### config.mk
export PLATFORM = sky130hd
export DESIGN_NAME = div_seq_ctrl
export DESIGN_NICKNAME = d
export VERILOG_FILES = /design/src/rtl/div_seq_ctrl.sv
export SDC_FILE = /design/constraint.sdc
export NUM_CORES = 1
export LEC_CHECK = 0
export BUFFER_PORTS_ARGS = -buffer_cell sky130_fd_sc_hd__buf_2
export CAP_MARGIN = 20
export CORE_MARGIN = 2
export CORE_UTILIZATION = 35
export DETAILED_ROUTE_END_ITERATION = 10
export SLEW_MARGIN = 20
export SYNTH_ARGS = -nofsm -noshare
export SYNTH_HDL_FRONTEND = slang
export SYNTH_SLANG_ARGS = --single-unit
### constraint.sdc
create_clock -name clk -period 4.75 [get_ports clk]
set_clock_uncertainty 0.1 [all_clocks]
set_input_delay 0.475 -clock clk [delete_from_list [all_inputs] [get_ports clk]]
set_output_delay 0.475 -clock clk [all_outputs]
set_load 0.01 [all_outputs]
### src/rtl/div_seq_ctrl.sv
// ============================================================================
// Module   : div_seq_ctrl
// Brief    : Sequential restoring divider for DIV/DIVU (one quotient bit per
//            clock) with sign fix-up, busy/ready handshake and flush-cancel.
//            Optional macro DIV_ZERO_FAST_EN: divide-by-zero skips iterations.
// Revision : 1.0 - initial release
// ============================================================================
`default_nettype none

module div_seq_ctrl #(
    parameter int DATA_W = 32
) (
    input  logic              clk,
    input  logic              rst,
    input  logic              start_i,
    input  logic              signed_i,
    input  logic [DATA_W-1:0] dividend_i,
    input  logic [DATA_W-1:0] divisor_i,
    input  logic              cancel_i,
    output logic              ready_o,
    output logic              busy_o,
    output logic              valid_o,
    output logic [DATA_W-1:0] quot_o,
    output logic [DATA_W-1:0] rem_o
);

    localparam int CNT_W = (DATA_W > 1) ? $clog2(DATA_W) : 1;

    localparam logic [1:0] c_IDLE = 2'd0;
    localparam logic [1:0] c_BUSY = 2'd1;
    localparam logic [1:0] c_DONE = 2'd2;

    localparam logic [CNT_W-1:0] c_LAST = CNT_W'(DATA_W - 1);
    localparam logic [CNT_W-1:0] c_ONE  = CNT_W'(1);

    logic [1:0]        r_state;
    logic [CNT_W-1:0]  r_cnt;
    logic [DATA_W-1:0] r_rem;
    logic [DATA_W-1:0] r_quo;
    logic [DATA_W-1:0] r_div;
    logic              r_sign_q;
    logic              r_sign_r;
    logic [DATA_W-1:0] r_quot_out;
    logic [DATA_W-1:0] r_rem_out;

    logic              w_accept;
    logic              w_neg_a;
    logic              w_neg_b;
    logic [DATA_W-1:0] w_abs_a;
    logic [DATA_W-1:0] w_abs_b;
    logic [DATA_W:0]   w_rem_sh;
    logic [DATA_W:0]   w_diff;
    logic              w_ge;
    logic [DATA_W-1:0] w_rem_nx;
    logic [DATA_W-1:0] w_quo_nx;
    logic [DATA_W-1:0] w_fix_q;
    logic [DATA_W-1:0] w_fix_r;
    logic              w_last;

    assign w_accept = (r_state == c_IDLE) && start_i && !cancel_i;
    assign w_neg_a  = signed_i && dividend_i[DATA_W-1];
    assign w_neg_b  = signed_i && divisor_i[DATA_W-1];
    assign w_abs_a  = w_neg_a ? -dividend_i : dividend_i;
    assign w_abs_b  = w_neg_b ? -divisor_i  : divisor_i;

    // A borrow out of the widened subtraction means the partial remainder
    // is smaller than the divisor, so no separate comparator is needed.
    assign w_rem_sh = {r_rem, r_quo[DATA_W-1]};
    assign w_diff   = w_rem_sh - {1'b0, r_div};
    assign w_ge     = !w_diff[DATA_W];
    assign w_rem_nx = w_ge ? w_diff[DATA_W-1:0] : w_rem_sh[DATA_W-1:0];
    assign w_quo_nx = {r_quo[DATA_W-2:0], w_ge};
    assign w_fix_q  = r_sign_q ? -w_quo_nx : w_quo_nx;
    assign w_fix_r  = r_sign_r ? -w_rem_nx : w_rem_nx;
    assign w_last   = (r_cnt == c_LAST);

    always_ff @(posedge clk) begin
        if (rst) begin
            r_state    <= c_IDLE;
            r_cnt      <= '0;
            r_rem      <= '0;
            r_quo      <= '0;
            r_div      <= '0;
            r_sign_q   <= 1'b0;
            r_sign_r   <= 1'b0;
            r_quot_out <= '0;
            r_rem_out  <= '0;
        end else begin
            case (r_state)
                c_IDLE: begin
                    if (w_accept) begin
                        r_rem    <= '0;
                        r_quo    <= w_abs_a;
                        r_div    <= w_abs_b;
                        r_sign_q <= w_neg_a ^ w_neg_b;
                        r_sign_r <= w_neg_a;
                        r_cnt    <= '0;
`ifdef DIV_ZERO_FAST_EN
                        // Raw result is all-ones / |dividend|; after sign
                        // fix-up this is +/-1 and the original dividend.
                        if (divisor_i == '0) begin
                            r_state    <= c_DONE;
                            r_quot_out <= w_neg_a ? DATA_W'(1) : '1;
                            r_rem_out  <= dividend_i;
                        end else begin
                            r_state <= c_BUSY;
                        end
`else
                        r_state <= c_BUSY;
`endif
                    end
                end
                c_BUSY: begin
                    if (cancel_i) begin
                        r_state <= c_IDLE;
                    end else begin
                        r_rem <= w_rem_nx;
                        r_quo <= w_quo_nx;
                        r_cnt <= r_cnt + c_ONE;
                        if (w_last) begin
                            r_state    <= c_DONE;
                            r_quot_out <= w_fix_q;
                            r_rem_out  <= w_fix_r;
                        end
                    end
                end
                c_DONE:  r_state <= c_IDLE;
                default: r_state <= c_IDLE;
            endcase
        end
    end

    assign ready_o = (r_state == c_IDLE);
    assign busy_o  = (r_state == c_BUSY);
    assign valid_o = (r_state == c_DONE);
    assign quot_o  = r_quot_out;
    assign rem_o   = r_rem_out;

endmodule

`default_nettype wire

# Yosys cells after proc, flatten, opt, wreduce, memory -nomap -nowiden
# Cells that the tools add are included.
[op_classes]
n_bitwise = 2
addsub = 6
div = 0
n_mux = 18
shift = 0
n_eq_ne = 6
n_lt_le_gt_ge = 0
n_reduce_logical = 12
n_mul = 0
[ops]
columns = ["cell", "count"]
rows = [
  ["32-bit 2-to-1 mux", 9],
  ["32-bit negator", 4],
  ["32-bit case mux with 2 select lines", 2],
  ["33-bit by 32-bit subtractor with 33-bit output", 1],
  ["5-bit 2-to-1 mux", 2],
  ["5-bit case mux with 2 select lines", 1],
  ["2-bit 2-to-1 mux", 3],
  ["3-bit AND reduction", 2],
  ["5-bit by 1-bit adder with 5-bit output (second input constant)", 1],
  ["5-bit equality test (second input constant)", 1],
  ["1-bit logical AND", 4],
  ["2-bit case mux with 2 select lines", 1],
  ["2-bit AND reduction", 2],
  ["3-bit by 2-bit != test with 1-bit output (second input constant)", 1],
  ["2-bit by 1-bit equality test with 1-bit output (second input constant)", 1],
  ["2-bit equality test (second input constant)", 1],
  ["1-bit zero test", 2],
  ["2-bit zero test", 1],
  ["2-bit by 1-bit != test with 1-bit output (second input constant)", 1],
  ["2-bit != test (second input constant)", 1],
  ["2-bit nonzero test", 1],
  ["1-bit NOT", 1],
  ["1-bit bitwise XOR", 1],
]
[totals]
elab_cells = 53
mem_bits_rw = 0
ff_bits = 169
out_inout_bits = 67
latchBits = 0
input_bits = 69
rom_bits = 0
memories = 0

# Longest topological paths before layout
# Gate-level depths: netlist (run 1).
[depth]
ltp_word = 5
mapped_depth = 26
ltp_nobuf = 23

# Worst setup path before layout (run 1)
# No wires, ideal clock.
[synth_timing]
kind = "register to register"
start = "register r_quo[31]"
end = "register r_rem_out[30] (netlist: rem_o[30])"
setup_ns = 0.120
required_time_ns = 4.530
path_buffers = 4
synth_period_minus_slack_ns = 5.165
stages_incl_launch_ff = 25
t_arrival_ns = 4.944
path_slack_ns = -0.415
path_cell_list = "dfxtp_1 -> inv_1 -> ha_1 -> inv_1 -> fa_1 -> a211oi_2 -> nor3_2 -> o21ai_4 -> a31oi_2 -> or3_1 -> buf_6 -> and2_4 -> buf_6 -> buf_6 -> buf_4 -> mux2i_1 -> ha_1 -> nand2_1 -> or4b_1 -> nor4_1 -> a31oi_1 -> o21bai_1 -> o31ai_2 -> xnor2_1 -> o21ai_1"
[synth_between]
elab_chain_cells = 4
[synth_rtl]
columns = ["element", "line", "source"]
rows = [
  ["start, declared", "39", "logic [DATA_W-1:0] r_quo;"],
  ["start signal, assigned", "93", "r_quo <= w_abs_a;"],
  ["start signal, assigned", "118", "r_quo <= w_quo_nx;"],
  ["33-bit by 32-bit subtractor with 33-bit output", "69", "assign w_diff = w_rem_sh - {1'b0, r_div};"],
  ["32-bit 2-to-1 mux *", "71", "assign w_rem_nx = w_ge ? w_diff[DATA_W-1:0] : w_rem_sh[DATA_W-1:0];"],
  ["32-bit negator", "74", "assign w_fix_r = r_sign_r ? -w_rem_nx : w_rem_nx;"],
  ["32-bit 2-to-1 mux *", "74", ""],
  ["end signal, assigned", "123", "r_rem_out <= w_fix_r;"],
  ["end, declared", "44", "logic [DATA_W-1:0] r_rem_out;"],
]
# Mark *: on every way between the ends. The rest lies on a longest branch, timed or not.
# A chain may end at the register's enable or synchronous reset.

# Final worst setup path (run 1)
[layout_timing]
start = "register r_quo[31]"
end = "register r_rem_out[26] (netlist: rem_o[26])"
# The elaborated chain is that of the path after synthesis.

==> results of run 1 <==
==> cells in the mapped netlist (25+ instances only) <==
library cell	count
a211oi_1	99
a21oi_1	127
clkbuf_1	72
dfxtp_1	169
ha_1	38
inv_1	52
nand2_1	137
nor2_1	248
nor3_1	33
o21ai_0	63
o31ai_1	25
or3_1	25
xnor2_1	49
xor2_1	80
==> registers in the layout, summed over array words and instances (netlist names) <==
signal and flops:
r_state 2, r_div 32, r_cnt 5, r_quo 32, r_rem 32, rem_o 32, quot_o 32, r_sign_q 1
r_sign_r 1
==> cell usage in the layout, fill, tap and decap left out, drive strengths merged, types with 18 or more instances in the layout <==
master,instances
a211oi,101
a21oi,131
a22oi,20
buf,176
clkbuf,18
dfxtp,169
ha,38
inv,60
mux2i,19
nand2,138
nand3,23
nor2,248
nor3,34
o21ai,74
o31ai,30
or3,25
xnor2,49
xor2,80
==> through the flow <==
| step | total power [mW] | cell area (µm²) | hold WS (ns) | utilization |
|---|---|---|---|---|
| 2_1_floorplan | 2.07 | 11600 | 0.340 | - |
| 3_3_place_gp | 2.29 | 12600 | 0.338 | 0.388 |
| 3_5_place_dp | 2.30 | 12600 | 0.342 | 0.388 |
| 4_1_cts | 3.77 | 13200 | 0.210 | 0.407 |
| 5_1_grt | 3.95 | 13500 | 0.232 | 0.414 |
| 6_report | 3.77 | 13500 | 0.219 | 0.414 |
==> path summary, 6_finish.rpt <==
kind | end | cells after the start
setup / recovery | rem_o[26] | 20
hold / removal | r_div[0] | 3
setup reg to reg | rem_o[26] | 20
hold reg to reg | rem_o[19] | 2
==> metal layers <==
metal	global-route usage	vias up	routed length [µm]
met3	0.0337	52	1750
met5	0	-	0
li1	-	5686	-
met1	0.285	5246	17000
met4	0.0630	0	786
met2	0.334	315	16300
==> power breakdown <==
group / switching (mW) / internal (mW)
registers: 0.0437 / 1.46
clock network: 0.673 / 0.799
logic: 0.499 / 0.302
==> cell families (layout without fill, tap and decap cells) <==
group,after synthesis,after routing
multiplexers,28,28
AO/OA/AOI/OAI,448,448
buffers and inverters,151,261
XOR/XNOR,129,129
other,0,1
adder cells (fa/ha/maj),39,39
flip-flops,169,169
AND/OR/NAND/NOR,562,562
==> cell type report <==
class,instances,area share
tap,442,0.0411
multi-input combinational,1206,0.574
inverter,53,0.0148
sequential,169,0.251
clock buffer,18,0.0319
timing repair buffer,176,0.0732
clock inverter,14,0.0134
antenna,1,0.000186
==> worst max-delay path, delay by kind of cell (launching register included) <==
kind	cells	cell delay (ns)
adders and majority gates	3	0.74
DFF	1	0.33
AOI/OAI and AO/OA	5	0.96
muxes	2	0.39
and+or+nand+nor	7	1.60
buffers and inverters	3	0.32
==> what timing repair did <==
action / in CTS / in global routing
hold buffers: 0 / 0
resized for setup: 0 / 29
setup buffers: 0 / 9
setup endpoints to repair: 0 / 14
==> summary.md, run 1 <==
| Metric | Value |
|---|---|
| Status | `completed` |
| Non-Filler Instances | `2079` |
| Worst Tran Pin Value | `1.06 ns` |
| Initial core utilization | `0.355` |
| Post-synth top area share | `0.293` |
| Worst Setup End Kind | `flip-flop` |
| GPL Wtd Cong | `around 0.90` |
| First-pass GRT wire length | `about 56 mm` |
| Residual DRC | `0` |
| Cell Area, Synth | `0.0115 mm²` |
| Root Buffer | `clkbuf_16` |
| Vias in the first global route | `~10000` |
| Total Routed Length | `35.8 mm` |
| Total number of vias | `approximately 11000` |
| Largest net degree at the start of global routing | `100` |
| Die X | `around 190 µm` |
| Number of synthesized register bits | `roughly 170` |
| Cell Pwr Density | `280 mW/mm²` |
| Vias/cell | `5.43` |
| Placement row count | `66` |
| Max_slew headroom | `0.291` |
| Final setup fails | `0` |
| Core Footprint | `roughly 0.033 mm²` |
| Crit share post-route | `0.968` |
| Grt total ovfl | `0` |
| Top_reg_cell synth | `dfxtp_1` |
| CP Class | `reg2reg` |
| Crit path max fanout | `4` |
| Max-slew violation count | `0` |
| HPWL after detailed placement | `between 20 and 30 mm` |
| Synth Area in Adders | `0.0429` |
| Layout area overhead | `16.7%` |
| Number of port buffers | `about 140` |
| Setup crit start | `r_quo[31]` |
| Fraction of layout cells with a size suffix above 1 | `0.168` |
| Max Cap Viol | `0` |
| Hold_sp | `divisor_i[0]` |
| CP required | `4.95 ns` |
| Share of synthesized flip-flops with an asynchronous set or reset | `0` |
| R2R Path Start | `r_quo[31]` |
| EDFF count, synth | `0` |
| # nets final | `between 1500 and 2000` |
| Post-route ant nets | `0` |
| Synth area leader | `dfxtp_1` |
| Setup tns final | `0 ns` |
| Syn. warnings | `0` |
| Io pins | `about 140` |
| Placed insts | `between 2000 and 2500` |
| Maximum vdd drop | `0.270 mV` |
| Hold/Removal Path Class | `in2reg` |
| PnR worst setup slack | `about 0.15 ns` |
| Crit path max-delay cell type | `or4b_4` |
| Register area share after synthesis | `0.293` |
| Gr usage total | `0.208` |
| Clk sinks | `roughly 170` |
| Crit-path cells | `inv_2 -> ha_4 -> inv_2 -> fa_2 -> a211oi_4 -> nor3_4 -> o21ai_4 -> a31oi_4 -> or3_4 -> and2_4 -> mux2i_4 -> ha_2 -> nand2_1 -> or4b_4 -> nor4_4 -> buf_4 -> nand4_1 -> a211oi_2 -> mux2i_1 -> a21oi_1` |
| Most Frequent Cell on Critical Path | `inv_2` |
| Pre-CTS setup slack | `between 0.04 and 0.05 ns` |
| Critical path arrival | `roughly 4.8 ns` |
| Mean Syn Cell Area | `around 7.6 µm²` |
| FF-to-FF setup slack | `about 0.15 ns` |
| DRT Pass-1 Iters | `5` |
| Syn_nets | `about 1600` |
| Routed len/inst | `between 15 and 20 µm` |
| H-tree levels | `4` |
| Min Tclk post-route | `4.60 ns` |
| Initial antenna violation count | `1` |
| Starting DRC count in detailed routing | `about 740` |
| Mux cell area share after synthesis | `0.0269` |
| DIE AREA | `0.0344 mm²` |
| Area of the multi-input gates | `just under 0.008 mm²` |
| Area contributors post-synth | `dfxtp_1 29%, nor2_1 8.1%, a211oi_1 6.4%` |
| Die height | `about 190 µm` |
| Cells after Synth | `around 1500` |
| Clock Latency Late Sink | `between 0.4 and 0.5 ns` |
| Clock transition at path regs | `about 0.070 ns` |
| Post-Synth XOR/XNOR Area | `0.0979` |
| Largest family of logic cells by synthesized area | `compound AO/OA/AOI/OAI gates` |
| Final Hold Viols | `0` |
| Total CTS buffers | `17` |
| Max Freq | `217 MHz` |
| Storage element area | `between 0.003 and 0.004 mm²` |
| FILL cells | `approximately 3400` |
| Pleak | `5.29 nW` |
| Startpoint types | `flip-flop` |
| Compound-cell area share of the yosys netlist | `0.262` |
| Post-Synth Simple-Gate Area | `0.223` |
| Maximum root-to-sink buffer count | `2` |
| Worst path max stage delay | `between 0.5 and 0.6 ns` |
| RSZ-0062 raised after global routing | `true` |
| Unique masters post-synth | `83` |
| TritonCTS clock tree | `built` |
(Power assumes the default switching activity.)
==> run 2, diff against run 1 <==
- clock period: 4.75 -> 4.85 ns (I/O delays scaled with it)
==> run 2 against run 1 <==
  * Total power down 2.6%
  * Clock-buffer cell count up 1
  * Sequential power about the same
  * Hold slack better by 0.017 ns
  * Via count up 0.41%
  * Cell count down 0.34%
  * Routed wire length up 0.19%
  * Design area down 0.39%
==> summary.md, run 2 (synthesis results as in run 1) <==
| Metric | Value |
|---|---|
| Status | `completed` |
| Core Footprint | `approximately 0.033 mm²` |
| Starting DRC count in detailed routing | `730` |
| Critical path arrival | `a little under 5 ns` |
| Layout area overhead | `16.3%` |
| Grt total ovfl | `0` |
| FILL cells | `between 3000 and 4000` |
| Clock transition at path regs | `approximately 0.08 ns` |
| Gr usage total | `0.209` |
| HPWL after detailed placement | `around 27 mm` |
| First-pass GRT wire length | `around 56 mm` |
| CP required | `5.07 ns` |
| H-tree levels | `4` |
| Root Buffer | `clkbuf_16` |
| Most frequent cells in the layout | `247 x nor2_1, 168 x dfxtp_1, 135 x nand2_1` |
| DIE AREA | `0.0344 mm²` |
| Pleak | `5.26 nW` |
| Max Freq | `roughly 210 MHz` |
| Max_slew headroom | `0.272` |
| Min Tclk post-route | `between 4 and 5 ns` |
| Vias/cell | `roughly 5.5` |
| Post-route ant nets | `0` |
| DRT Pass-1 Iters | `5` |
| Maximum root-to-sink buffer count | `2` |
| Hold buffer count at cts | `0` |
| Io pins | `around 140` |
| # nets final | `1724` |
| Routed len/inst | `~17 µm` |
| Final setup fails | `0` |
| Setup tns final | `0 ns` |
| CP Class | `reg2reg` |
| RSZ-0062 raised after global routing | `true` |
| Fraction of layout cells with a size suffix above 1 | `0.168` |
| Max-slew violation count | `0` |
| Total number of vias | `about 11000` |
| Max Cap Viol | `0` |
| Crit path max fanout | `4` |
| Clk sinks | `roughly 170` |
| Storage element area | `0.00338 mm²` |
| Vias in the first global route | `slightly above 10000` |
| Initial antenna violation count | `1` |
| Hold/Removal Path Class | `in2reg` |
| Worst Setup End Kind | `flip-flop` |
| Placed insts | `2031` |
| Final Hold Viols | `0` |
| Die X | `about 190 µm` |
| TritonCTS clock tree | `built` |
| Non-Filler Instances | `just over 2000` |
| Total Routed Length | `~36 mm` |
| Die height | `~190 µm` |
| Worst Tran Pin Value | `roughly 1.1 ns` |
| Crit share post-route | `0.964` |
| Maximum vdd drop | `~0.25 mV` |
| Largest net degree at the start of global routing | `90` |
| Number of port buffers | `around 140` |
| Area of the multi-input gates | `just under 0.008 mm²` |
| GPL Wtd Cong | `~0.88` |
| Initial core utilization | `0.355` |
| Residual DRC | `0` |
| Total CTS buffers | `17` |
| Hold_ws | `between 0.2 and 0.25 ns` |
| Startpoint types | `flip-flop` |
| Cell Pwr Density | `about 270 mW/mm²` |
| Commonest non-fill, non-tap cell in the layout | `nor2_1` |
| Clock Latency Late Sink | `roughly 0.45 ns` |
| Placement row count | `between 60 and 70` |
[run 2: worst paths after layout]
check	depth (start not counted)	startpoint	slack, ns	end
worst max-delay path	20	r_quo[31]	0.18	rem_o[30]
worst min-delay path	3	divisor_i[0]	0.24	r_div[0]
worst min register to register	2	rem_o[7]	0.35	rem_o[7]
worst max register to register	20	r_quo[31]	0.18	rem_o[30]
[run 2: through the flow]
| stage | util | setup WS (ns) | cell area (µm²) | power [mW] |
|---|---|---|---|---|
| 2_1_floorplan | - | 0.0287 | 11600 | 2.03 |
| 3_3_place_gp | 0.387 | 0.271 | 12600 | 2.24 |
| 3_5_place_dp | 0.387 | 0.178 | 12600 | 2.25 |
| 4_1_cts | 0.405 | 0.148 | 13200 | 3.66 |
| 5_1_grt | 0.412 | -0.0478 | 13400 | 3.85 |
| 6_report | 0.412 | 0.175 | 13400 | 3.68 |
[run 2: final cells by class]
class                   count  share of cell area
multi-input cells        1206               0.577
flip-flops and latches    169               0.252
repair buffers            169              0.0696
well taps                 442              0.0412
clock buffers              19              0.0338
inverters                  53              0.0150
clock inverters            13              0.0112
diodes                      1            0.000187
[run 2: where the power goes]
| part | total, mW | internal, mW | switching, mW |
|---|---|---|---|
| sequential | 1.47 | 1.43 | 0.0429 |
| clock | 1.42 | 0.762 | 0.663 |
| combinational | 0.781 | 0.291 | 0.490 |
[run 2: metal layers]
metal	global-route usage	share of wire
met4	0.0614	0.018
met3	0.0362	0.056
met1	0.284	0.46
met2	0.339	0.46
met5	0	0
[run 2: what timing repair did]
item / CTS / global route
gates resized for setup: 0 / 32
setup endpoints to repair: 0 / 11
setup buffers: 0 / 8
[run 2: worst max-delay path, cell delays in order (launching register included)]
cell      delay (ns)
dfxtp_2         0.34
inv_2           0.07
ha_4            0.13
inv_2           0.04
fa_2            0.38
a211oi_4        0.28
nor3_4          0.10
o21ai_4         0.20
a31oi_4         0.11
or3_4           0.34
and2_4          0.20
mux2i_4         0.19
ha_2            0.22
nand2_2         0.04
or4b_4          0.51
nor4_4          0.40
a31oi_2         0.17
o21bai_4        0.22
o31ai_2         0.28
xnor2_1         0.14
o21ai_1         0.08
